**src/rtl/mem_access_ctrl.sv**
```systemverilog
// mem_access_ctrl: Memory-stage access sequencer for the Y86-64 pipeline.
// Decodes M_icode, runs one req/ack transaction per memory instruction
// against a variable-latency data memory, stalls the pipeline until the
// access completes, and produces m_valM / m_stat for the W register.
module mem_access_ctrl #(
    parameter int MEM_BYTES = 8192,
    parameter int TIMEOUT   = 16,
    parameter int CNT_W     = 5
) (
    input  logic        clk,
    input  logic        reset,
    input  logic [2:0]  M_stat,
    input  logic [3:0]  M_icode,
    input  logic [63:0] M_valE,
    input  logic [63:0] M_valA,
    input  logic        dmem_ack,
    input  logic [63:0] dmem_rdata,
    output logic        dmem_req,
    output logic        dmem_we,
    output logic [63:0] dmem_addr,
    output logic [63:0] dmem_wdata,
    output logic        mem_stall,
    output logic [63:0] m_valM,
    output logic [2:0]  m_stat
);

    // Status codes shared with the rest of the pipeline.
    localparam logic [2:0] SAOK = 3'd1;
    localparam logic [2:0] SADR = 3'd3;

    // Memory-referencing instruction codes.
    localparam logic [3:0] I_RMMOVQ = 4'h4;
    localparam logic [3:0] I_MRMOVQ = 4'h5;
    localparam logic [3:0] I_CALL   = 4'h8;
    localparam logic [3:0] I_RET    = 4'h9;
    localparam logic [3:0] I_PUSHQ  = 4'hA;
    localparam logic [3:0] I_POPQ   = 4'hB;

    // Highest legal start address of an 8-byte word; compared unsigned.
    localparam logic [63:0] MAX_ADDR  = 64'(MEM_BYTES - 8);
    // Counter value of the last REQ cycle before the access times out.
    localparam logic [CNT_W-1:0] CNT_LAST = CNT_W'(TIMEOUT - 1);

    typedef enum logic [1:0] {
        S_IDLE,
        S_REQ,
        S_DONE
    } state_t;

    state_t           state;
    state_t           state_next;
    logic [CNT_W-1:0] wait_cnt;
    logic [2:0]       stat_q;

    logic             op_read;
    logic             op_write;
    logic             op_use_vala;
    logic             op_mem;
    logic [63:0]      op_addr;
    logic             addr_ok;
    logic             launch;
    logic             bad_addr;
    logic             timed_out;

    // Decode the icode into read/write class and address source.
    // NOTE: every variable assigned in an always_comb gets a default first, so
    // no path leaves it unassigned and no latch is inferred.
    always_comb begin
        op_read     = 1'b0;
        op_write    = 1'b0;
        op_use_vala = 1'b0;
        case (M_icode)
            I_MRMOVQ: op_read = 1'b1;
            I_POPQ: begin
                op_read     = 1'b1;
                op_use_vala = 1'b1;
            end
            I_RET: begin
                op_read     = 1'b1;
                op_use_vala = 1'b1;
            end
            I_RMMOVQ: op_write = 1'b1;
            I_PUSHQ:  op_write = 1'b1;
            I_CALL:   op_write = 1'b1;
            default: begin
                op_read     = 1'b0;
                op_write    = 1'b0;
                op_use_vala = 1'b0;
            end
        endcase
    end

    // Launch qualification: healthy instruction, memory op, address in range.
    assign op_mem    = op_read | op_write;
    assign op_addr   = op_use_vala ? M_valA : M_valE;
    assign addr_ok   = (op_addr <= MAX_ADDR);
    assign launch    = (M_stat == SAOK) && op_mem && addr_ok;
    assign bad_addr  = (M_stat == SAOK) && op_mem && !addr_ok;
    assign timed_out = !dmem_ack && (wait_cnt == CNT_LAST);

    // State register.
    // NOTE: sequential blocks use non-blocking assignments so every flop
    // samples the pre-edge values of the others, independent of block order.
    always_ff @(posedge clk) begin
        if (reset) begin
            state <= S_IDLE;
        end else begin
            state <= state_next;
        end
    end

    // Next-state decode and combinational stall/status outputs.
    always_comb begin
        state_next = state;
        mem_stall  = 1'b0;
        m_stat     = M_stat;
        case (state)
            S_IDLE: begin
                if (launch) begin
                    mem_stall  = 1'b1;
                    state_next = S_REQ;
                end else if (bad_addr) begin
                    m_stat = SADR;
                end
            end
            S_REQ: begin
                mem_stall = 1'b1;
                if (dmem_ack || timed_out) begin
                    state_next = S_DONE;
                end
            end
            S_DONE: begin
                // The pipeline advances at the end of this cycle.
                m_stat     = stat_q;
                state_next = S_IDLE;
            end
            default: begin
                state_next = S_IDLE;
            end
        endcase
    end

    // Request/address/data registers, timeout counter, load data and status.
    always_ff @(posedge clk) begin
        if (reset) begin
            dmem_req   <= 1'b0;
            dmem_we    <= 1'b0;
            dmem_addr  <= '0;
            dmem_wdata <= '0;
            m_valM     <= '0;
            wait_cnt   <= '0;
            stat_q     <= SAOK;
        end else begin
            // Request is high exactly for the cycles spent in REQ.
            dmem_req <= (state_next == S_REQ);
            case (state)
                S_IDLE: begin
                    if (launch) begin
                        dmem_we    <= op_write;
                        dmem_addr  <= op_addr;
                        dmem_wdata <= M_valA;
                        wait_cnt   <= '0;
                    end
                end
                S_REQ: begin
                    if (dmem_ack) begin
                        if (!dmem_we) begin
                            m_valM <= dmem_rdata;
                        end
                        stat_q <= SAOK;
                    end else begin
                        wait_cnt <= wait_cnt + 1'b1;
                        if (timed_out) begin
                            stat_q <= SADR;
                        end
                    end
                end
                default: begin
                    // DONE: nothing to capture; acks outside REQ are ignored.
                end
            endcase
        end
    end

endmodule
```
**config.mk**
```make
export PLATFORM = sky130hd
export DESIGN_NAME = mem_access_ctrl
export DESIGN_NICKNAME = d
export VERILOG_FILES = /design/src/rtl/mem_access_ctrl.sv
export SDC_FILE = /design/constraint.sdc
export NUM_CORES = 1
export LEC_CHECK = 0
export ABC_AREA = 1
export CORE_ASPECT_RATIO = 1.5
export CORE_MARGIN = 5
export CORE_UTILIZATION = 37
export DETAILED_ROUTE_END_ITERATION = 6
export GPL_ROUTABILITY_DRIVEN = 0
export PLACE_DENSITY = 0.76
export SYNTH_ARGS = -nofsm -noshare
export SYNTH_HDL_FRONTEND = slang
export SYNTH_SLANG_ARGS = --single-unit
```
**constraint.sdc**
```tcl
create_clock -name clk -period 2.1 [get_ports clk]
set_input_delay 0.42 -clock clk [delete_from_list [all_inputs] [get_ports clk]]
set_output_delay 0.42 -clock clk [all_outputs]
set_load 0.05 [all_outputs]
```
Word-level counts from Yosys, hierarchy flattened
Index checks and enable logic that the tools add are counted. W data, S select, Z words.

Register bits: 204.

Add/sub/neg operators: 1. Order comparisons: 1. Equality and inequality tests: 13. Mux-type cells: 17. Bitwise gates (word level): 2. Reductions and logical operators: 17.

Operators with widths (count): $le A64 B13 Y1 const B (1); $mux W64 (1); $eq A4 B4 Y1 const B (4); $mux W3 (4); $mux W5 (2); $pmux W5 S2 (1); $eq A4 B3 Y1 const B (2); $pmux W3 S2 (1); $reduce_and A3 Y1 (2); $reduce_or A3 Y1 (2); $add A5 B1 Y5 const B (1); $eq A5 B4 Y1 const B (1); $eq A2 B1 Y1 const B (2); $logic_and A1 B1 Y1 (4); $mux W1 (4); $mux W2 (2); $ne A2 B2 Y1 const B (2); $pmux W2 S2 (1); $reduce_and A2 Y1 (2); $reduce_bool A2 Y1 (2); $eq A3 B1 Y1 const B (1); $eq A2 B2 Y1 const B (1); $logic_not A1 Y1 (2); $logic_not A2 Y1 (1); 5 further kinds (5).

Logic depth before layout (Yosys ltp)
Gate-level depths: netlist of run 1.

Depth in word-level cells: 10. Mapped depth: 17. Gate-level depth less buffers: 14.

Worst setup path before layout of run 1
Ideal clock, no wire load.

Kind: in2out. Start: in M_icode[0]. End: out m_stat[1]. Arrival time: 2.081 ns. Data required time: 1.680 ns. Setup slack: -0.401 ns. Cell stages on the path: 13. Path buffers: 2. Cell sequence: buf_2 > buf_1 > nand3_1 > nand2_1 > nand2_1 > nor2_1 > nand3_1 > nor2_1 > nand3_1 > nand2_1 > nand3_1 > nand2_1 > o21ai_0.

Word-level cells in the longest chain between the ends: 10. Elaborated cells on any way between the ends: 22. Classes of those cells: 1 x order compare; 6 x eq/ne; 7 x mux; 1 x bitwise; 7 x reduce/logical.

Ends and longest elaborated chain: start: declaration (line 13) `input logic [3:0] M_icode,`; $eq A4 B4 Y1 (line 72) `case (M_icode)`; $reduce_or A2 Y1 (no source line); $mux W1 (line 72); $mux W64 (line 95) `assign op_addr = op_use_vala ? M_valA : M_valE;`; $le A64 B13 Y1 (line 96) `assign addr_ok = (op_addr <= MAX_ADDR);`; $logic_not A1 Y1 (line 98) `assign bad_addr = (M_stat == SAOK) && op_mem && !addr_ok;`; $logic_and A1 B1 Y1 (line 98); $mux W3 (line 122) `end else if (bad_addr) begin`; $mux W3 * (line 119) `if (launch) begin`; $pmux W3 S2 * (line 117) `case (state)`; end: declaration (line 24) `output logic [2:0] m_stat`.

Every way passes the cells marked *; elsewhere a longest branch is shown, timed or not.

Final worst setup path of run 1
Start: in M_valA[21]. End: out m_stat[1].

Word-level cells in the longest chain between the ends: 7. Elaborated cells on any way between the ends: 8. Classes of those cells: 1 x order compare; 4 x mux; 3 x reduce/logical.

Ends and longest elaborated chain: start: declaration (line 15) `input logic [63:0] M_valA,`; $mux W64 * (line 95); $le A64 B13 Y1 * (line 96); $logic_not A1 Y1 (line 98); $logic_and A1 B1 Y1 (line 98); $mux W3 (line 122); $mux W3 * (line 119); $pmux W3 S2 * (line 117).

Marks and branches as above.

==> impl_metrics.json, run 1 <==
{
  "path_class": "input pin to output port",
  "fin_area_sq_um": 14200,
  "area_growth_pct": 76.0,
  "critPathSlowestCell": "clkdlybuf4s50_1",
  "vias": 9044,
  "drc_errors": 0,
  "rows": 66,
  "clkSlewWorstSetupHoldPaths_ps": 60,
  "synth_cells": 1119,
  "arrival_ps": 2140,
  "ant_nets": 0,
  "hold_class": "input pin to flip-flop",
  "status": "finished, violations left",
  "htree_levels": 1,
  "antenna_found_initial": 7,
  "worstPathMaxFanout": 2,
  "ys_ff_latch": 202,
  "setup_ws_ps": -464,
  "hold_viol": 0,
  "hold_path_startpoint": "M_valA[9]",
  "io_buffers": 399,
  "holdPathStages": 3,
  "synth_area_sq_um": 8060,
  "grt.total_usage_pct": 23.6,
  "cts_tree": "yes",
  "drt_iter0_drc": 617,
  "skew_ps": 13.6,
  "cp_data_required_time_ps": 1680,
  "multiInputGateArea_sq_um": 3350,
  "ctsHoldBuffers": 0,
  "syn-num-nets": 1323,
  "maxSlewHeadroom_pct": 62.3,
  "core_area_sq_um": 21600,
  "min_period_ps": 2560,
  "fin_crit_sh_pct": 122,
  "cts_sinks": 202,
  "die_h_microns": 191,
  "ys_warn_count": 0,
  "avgSynthCellArea_sq_um": 7.20,
  "grt_max_degree": 55,
  "cts_buffers": 21,
  "r2r-start": "state[0]$_SDFF_PP0_",
  "cp-end-kind": "output port",
  "vias_per_cell": 4.89,
  "dr.pass1.iters": 7,
  "clockBufferDepth": 3,
  "drv_cap": 0,
  "fillers": 1776,
  "final_cell_mix": "272 x clkdlybuf4s50_1, 208 x nor2_1, 202 x dfxtp_1",
  "layout.nets": 1764,
  "ff2ff_path_depth": 9,
  "fmax_mhz": 390,
  "placed_cell_area_sq_um": 12800,
  "seq_area_frac_synth_pct": 50.2,
  "worst-r2r-setup-slack_ps": 240,
  "wl_per_cell_microns": 17.8,
  "violations": "negative setup slack",
  "holdPathEnd": "dmem_wdata[9]$_SDFFE_PP0P_",
  "die_x_microns": 130,
  "cts-root-buf": "clkbuf_16",
  "rsz0062_at_grt": "true",
  "clk_latency_ps": 500,
  "regArea_sq_um": 4040,
  "cpPeakStageDelay_ps": 510,
  "power_leakage_uw": 0.00741,
  "slew_viol_final": 0,
  "critPathLaunchType": "input pin",
  "finalHoldWorstSlack_ps": 235,
  "power.density_nw_per_um2": 597,
  "crit_chain": "clkdlybuf4s50_1 -> o21ai_0 -> nand2_1 -> nor2_1 -> nand3_1 -> nor2_1 -> nand3_1 -> nand2_1 -> nand3_2 -> nand2_2 -> o21ai_4 -> buf_12",
  "die_area_sq_um": 24900,
  "start_util_pct": 37.4,
  "final_cells": 1850,
  "layout-drive-gt1-share_pct": 12.0,
  "setup_tns_ps": -2580,
  "ys_types": 28,
  "dp_hpwl_microns": 23700,
  "ir_drop_mv": 0.593,
  "dp_cells": 1778,
  "grt_pass1_vias": 8687,
  "layout.cells.most_common": "clkdlybuf4s50_1",
  "r2r-end": "m_valM[55]$_SDFFE_PP0P_",
  "finalSetupViolCount": 90,
  "routed_wl_microns": 32900,
  "worst_slew_pin_slew_ps": 567,
  "final_util_pct": 65.8,
  "io_pins": 400,
  "grt_first_pass_wirelength_microns": 46500,
  "gr-total-overflow": 0
}
==> synth_stat cells (all sizes together) <==
cell | number | area share (%)
xor2 | 1 | 0.11
nand3b | 3 | 0.28
a21oi | 7 | 0.43
nand4 | 28 | 2.2
o311a | 1 | 0.12
nor2 | 216 | 10
dfxtp | 202 | 50
o21ai | 147 | 9.1
nand2 | 152 | 7.1
nand3 | 131 | 8.3
or2 | 1 | 0.078
clkbuf | 44 | 2.0
nor3 | 1 | 0.062
inv | 149 | 6.9
o21bai | 2 | 0.19
ha | 2 | 0.31
a211oi | 1 | 0.093
nor3b | 1 | 0.093
buf | 29 | 2.1
and2 | 1 | 0.078
==> cells by family after synthesis <==
logic type               count (synthesis)  share of synthesized area (%)
AND/OR/NAND/NOR                        534                           28.3
buffers and inverters                  222                           11.1
AO/OA/AOI/OAI                          158                           9.97
adder cells (fa/ha/maj)                  2                          0.311
XOR/XNOR                                 1                          0.109
flip-flops                             202                           50.2
==> repair_timing <==
item	4_1_cts	5_1_grt
pin swaps	21	31
endpoints found under the setup margin	171	203
resized for setup	72	115
gates cloned	2	9
buffers inserted	18	11
==> metrics by stage <==
step,power (uW),setup WS (ps)
2_1_floorplan,4190,1.75
3_3_place_gp,4740,-988
3_5_place_dp,4740,-1030
4_1_cts,8450,-428
5_1_grt,8750,-571
6_report,8460,-464
==> flip-flops by register name, summed over array words and instances (netlist names) <==
| register | flops |
|---|---|
| dmem_addr | 64 |
| dmem_wdata | 64 |
| m_valM | 64 |
| wait_cnt | 5 |
| state | 2 |
| dmem_req | 1 |
| dmem_we | 1 |
| stat_q | 1 |
==> critical path: cells and delay by family <==
family	cells	cell delay (ps)
compound gates	2	290
simple gates	8	760
buf+inv	2	660
==> report_power, final <==
| part | leakage (uW) | internal, uW | switching, uW |
|---|---|---|---|
| Clock | 0.000328 | 2130 | 1550 |
| Combinational | 0.00546 | 551 | 402 |
| Sequential | 0.00163 | 3830 | 0.00000000000179 |
==> layer usage <==
layer  wire [microns]  GRT usage, %  part of all wire, %
met2            16300          41.3                   50
met1            11500          25.3                   35
met3             3280          7.09                   10
met4             1780          11.7                  5.4
met5                0             0                    0
==> layout make-up <==
| cell class | instances | share of cell area [%] |
|---|---|---|
| inverters | 149 | 4.03 |
| well taps | 272 | 2.40 |
| clock buffers | 28 | 4.24 |
| flip-flops and latches | 202 | 28.5 |
| multi-input cells | 696 | 23.6 |
| clock inverters | 6 | 0.459 |
| repair buffers | 490 | 36.6 |
| diodes | 7 | 0.124 |
==> how the worst max path moves through the flow <==
stage	startpoint	cells after the start	slack, ps	end
floorplan	M_icode[2]	17	2	dmem_wdata[46]$_SDFFE_PP0P_
global placement	M_icode[2]	17	-990	m_stat[1]
detailed placement	M_icode[2]	17	-1030	m_stat[1]
CTS	M_icode[2]	17	-430	m_stat[1]
global route	M_valA[21]	12	-570	m_stat[1]
finish	M_valA[21]	12	-460	m_stat[1]
No activity file was read; power rests on OpenSTA's default activity.
==> inputs of run 2 (changes only) <==
--- a/config.mk
+++ b/config.mk
@@ -12,6 +12,7 @@
 export DETAILED_ROUTE_END_ITERATION = 6
 export GPL_ROUTABILITY_DRIVEN = 0
 export PLACE_DENSITY = 0.76
+export SLEW_MARGIN = 10
 export SYNTH_ARGS = -nofsm -noshare
 export SYNTH_HDL_FRONTEND = slang
 export SYNTH_SLANG_ARGS = --single-unit
==> results of run 2 <==
Same layout as run 1: the final DEF is identical, and so are final timing and power.
==> inputs of run 3 (changes only) <==
--- a/config.mk
+++ b/config.mk
@@ -5,13 +5,11 @@
 export SDC_FILE = /design/constraint.sdc
 export NUM_CORES = 1
 export LEC_CHECK = 0
-export ABC_AREA = 1
-export CORE_ASPECT_RATIO = 1.5
 export CORE_MARGIN = 5
-export CORE_UTILIZATION = 37
+export CORE_UTILIZATION = 36
 export DETAILED_ROUTE_END_ITERATION = 6
 export GPL_ROUTABILITY_DRIVEN = 0
-export PLACE_DENSITY = 0.76
+export PLACE_DENSITY = 0.75
 export SLEW_MARGIN = 10
 export SYNTH_ARGS = -nofsm -noshare
 export SYNTH_HDL_FRONTEND = slang
==> run 3 against run 2 <==
The flow still finishes with violations (negative setup slack). Flip-flop and latch count did not move. Non-clock buffer count fell by 11. Area after synthesis fell by 4.3%. Fmax rose by 2.6%. Sequential share of layout area rose by 1.2 points. First-iteration DRC count fell by 23%. Routed wire length fell by 1.9%. Die area fell by 1.8%. Global-route usage rose by 0.55 points. Total power rose by 4.0%. Cell area fell by 4.0%. Largest power group is now clock.
==> impl_metrics.json, run 3 <==
{
  "cts-root-buf": "clkbuf_16",
  "rows": 53,
  "arrival_ps": 2080,
  "io_pins": 400,
  "fin_crit_sh_pct": 119,
  "die_x_microns": 156,
  "placed_cell_area_sq_um": 12400,
  "synth_area_sq_um": 7710,
  "synth_flop_cell": "dfxtp_1",
  "finalSetupViolCount": 48,
  "crit_chain": "dlygate4sd2_1 -> or4_4 -> nor3_4 -> o22a_4 -> o21ai_2 -> nor2b_4 -> buf_6",
  "clkPwrFrac_pct": 48.9,
  "die_h_microns": 156,
  "dr.pass1.iters": 4,
  "ys_types": 39,
  "drv_cap": 0,
  "dp_slack_ps": -956,
  "core_area_sq_um": 21100,
  "sequentialPowerShare_pct": 43.6,
  "seq_area_frac_synth_pct": 52.4,
  "yosysTopAreaCell": "dfxtp_1",
  "routed_wl_microns": 32300,
  "vias": 8396,
  "antenna_found_initial": 3,
  "yosysMostFrequentCell": "dfxtp_1",
  "clockBufferDepth": 3,
  "setup_ws_ps": -398,
  "cts_buffers": 23,
  "layout-drive-gt1-share_pct": 19.1,
  "grt_max_degree": 80,
  "final_cells": 1583,
  "dp_cells": 1529,
  "clk_latency_ps": 520,
  "slew_viol_final": 0,
  "cp-end-kind": "output port",
  "grt_first_pass_wirelength_microns": 47500,
  "p_int_uw": 6850,
  "layout.cells.most_common": "dfxtp_1",
  "start_util_pct": 36.6,
  "area_growth_pct": 76.5,
  "ant_nets": 0,
  "io_buffers": 399,
  "avgSynthCellArea_sq_um": 8.86,
  "cts_tree": "yes",
  "worst_slew_pin_slew_ps": 616,
  "cp_data_required_time_ps": 1680,
  "gr-total-overflow": 0,
  "fin_area_sq_um": 13600,
  "async_flop_share_pct": 0,
  "status": "finished, violations left",
  "path_class": "input pin to output port",
  "finalHoldWorstSlack_ps": 171,
  "synth_top_area_share_pct": 52.4,
  "drc_errors": 0,
  "maxSlewHeadroom_pct": 58.9,
  "ys_warn_count": 0,
  "synth_cells": 870,
  "critPathSlowestCell": "or4_4",
  "grt.total_usage_pct": 24.1,
  "syn-num-nets": 1074,
  "drt_iter0_drc": 476,
  "layout.nets": 1493,
  "dp_hpwl_microns": 22300,
  "skew_ps": 11.2,
  "netlist_top_cells_area": "dfxtp_1 52%, a21oi_1 8.5%, nand2_1 6.7%",
  "ir_drop_mv": 0.672,
  "ys_ff_latch": 202,
  "setup_tns_ps": -2030,
  "power_leakage_uw": 0.00648,
  "hold_viol": 0,
  "vias_per_cell": 5.30,
  "die_area_sq_um": 24400,
  "synthTopCellsByCount": "202 x dfxtp_1, 138 x nand2_1, 131 x a21oi_1",
  "critPathLaunchType": "input pin",
  "cpPeakStageDelay_ps": 570,
  "rsz0062_at_grt": "true",
  "netSwitchingPower_uw": 1950,
  "final_cell_mix": "201 x dfxtp_1, 195 x dlygate4sd2_1, 135 x nand2_1",
  "worst-r2r-setup-slack_ps": 440,
  "swShare_pct": 22.1,
  "worstPathMaxFanout": 2,
  "violations": "negative setup slack",
  "synth_edf_count": 0,
  "min_period_ps": 2500,
  "htree_levels": 1,
  "wl_per_cell_microns": 20.4,
  "clkSlewWorstSetupHoldPaths_ps": 60,
  "grt_pass1_vias": 8408,
  "hold_class": "input pin to flip-flop",
  "cts_sinks": 202,
  "power.density_nw_per_um2": 646,
  "fmax_mhz": 400,
  "largestRegisters": "dmem_addr (64), dmem_wdata (64), m_valM (64)",
  "combPwrFrac_pct": 7.6
}
==> run 3: final timing paths <==
kind,startpoint,to,cells past startpoint
setup / recovery,M_valA[57],m_stat[1],7
hold / removal,M_valA[58],dmem_wdata[58]$_SDFFE_PP0P_,3
setup reg to reg,state[0]$_SDFF_PP0_,m_valM[52]$_SDFFE_PP0P_,5
hold reg to reg,m_valM[2]$_SDFFE_PP0P_,m_valM[2]$_SDFFE_PP0P_,2
==> run 3: kinds of logic (layout without fill, tap and decap cells) <==
| group | count (synthesis) | in the layout | share of synthesized area (%) |
|---|---|---|---|
| fa+ha+maj | 2 | 2 | 0.324 |
| compound gates | 234 | 234 | 18.3 |
| simple gates | 325 | 325 | 21.9 |
| buf+inv | 90 | 526 | 4.90 |
| other cells | 0 | 2 | 0 |
| xor+xnor | 2 | 2 | 0.227 |
| flops | 202 | 202 | 52.4 |
| mux | 15 | 15 | 1.96 |
==> run 3: area by class of cell <==
class                   count  area (sq um)
diodes                      2          5.00
clock buffers              29           628
clock inverters            13           189
fillers                  1789          7480
inverters                   5          18.8
multi-input cells         578          3760
flip-flops and latches    202          4050
well taps                 275           344
repair buffers            479          4610
==> run 3: metal layers <==
layer,GRT usage (%),part of all wire (%),up-vias
met5,0,0.040,-
met4,5.21,2.1,2
met3,7.85,9.5,44
met2,41.6,50,369
met1,29.5,38,4000
li1,-,-,3981
==> run 3: metrics by stage <==
stage,power [uW],utilization (%)
after global routing,9100,64.5
after global placement,4580,58.7
final,8800,64.5
after detailed placement,4580,58.7
after CTS,8850,62.0
after floorplan,4040,-
==> run 3: power by group through the flow <==
stage	combinational, uW	sequential, uW	clock [uW]
final	667	3830	4300
after global routing	702	3830	4570
after CTS	624	3830	4400
after detailed placement	663	3920	0
after global placement	663	3920	0
after floorplan	125	3920	0
==> run 3: worst max-delay path: cells and delay by family <==
kind / cells / cell delay [ps]
AO/OA/AOI/OAI: 2 / 240
buffers and inverters: 2 / 440
AND/OR/NAND/NOR: 3 / 960
==> run 3: what timing repair did <==
action,CTS,global route
gates cloned,0,4
gates resized for setup,342,141
hold buffers,0,0
endpoints found under the setup margin,273,183
buffers inserted,3,6
pin swaps,45,30
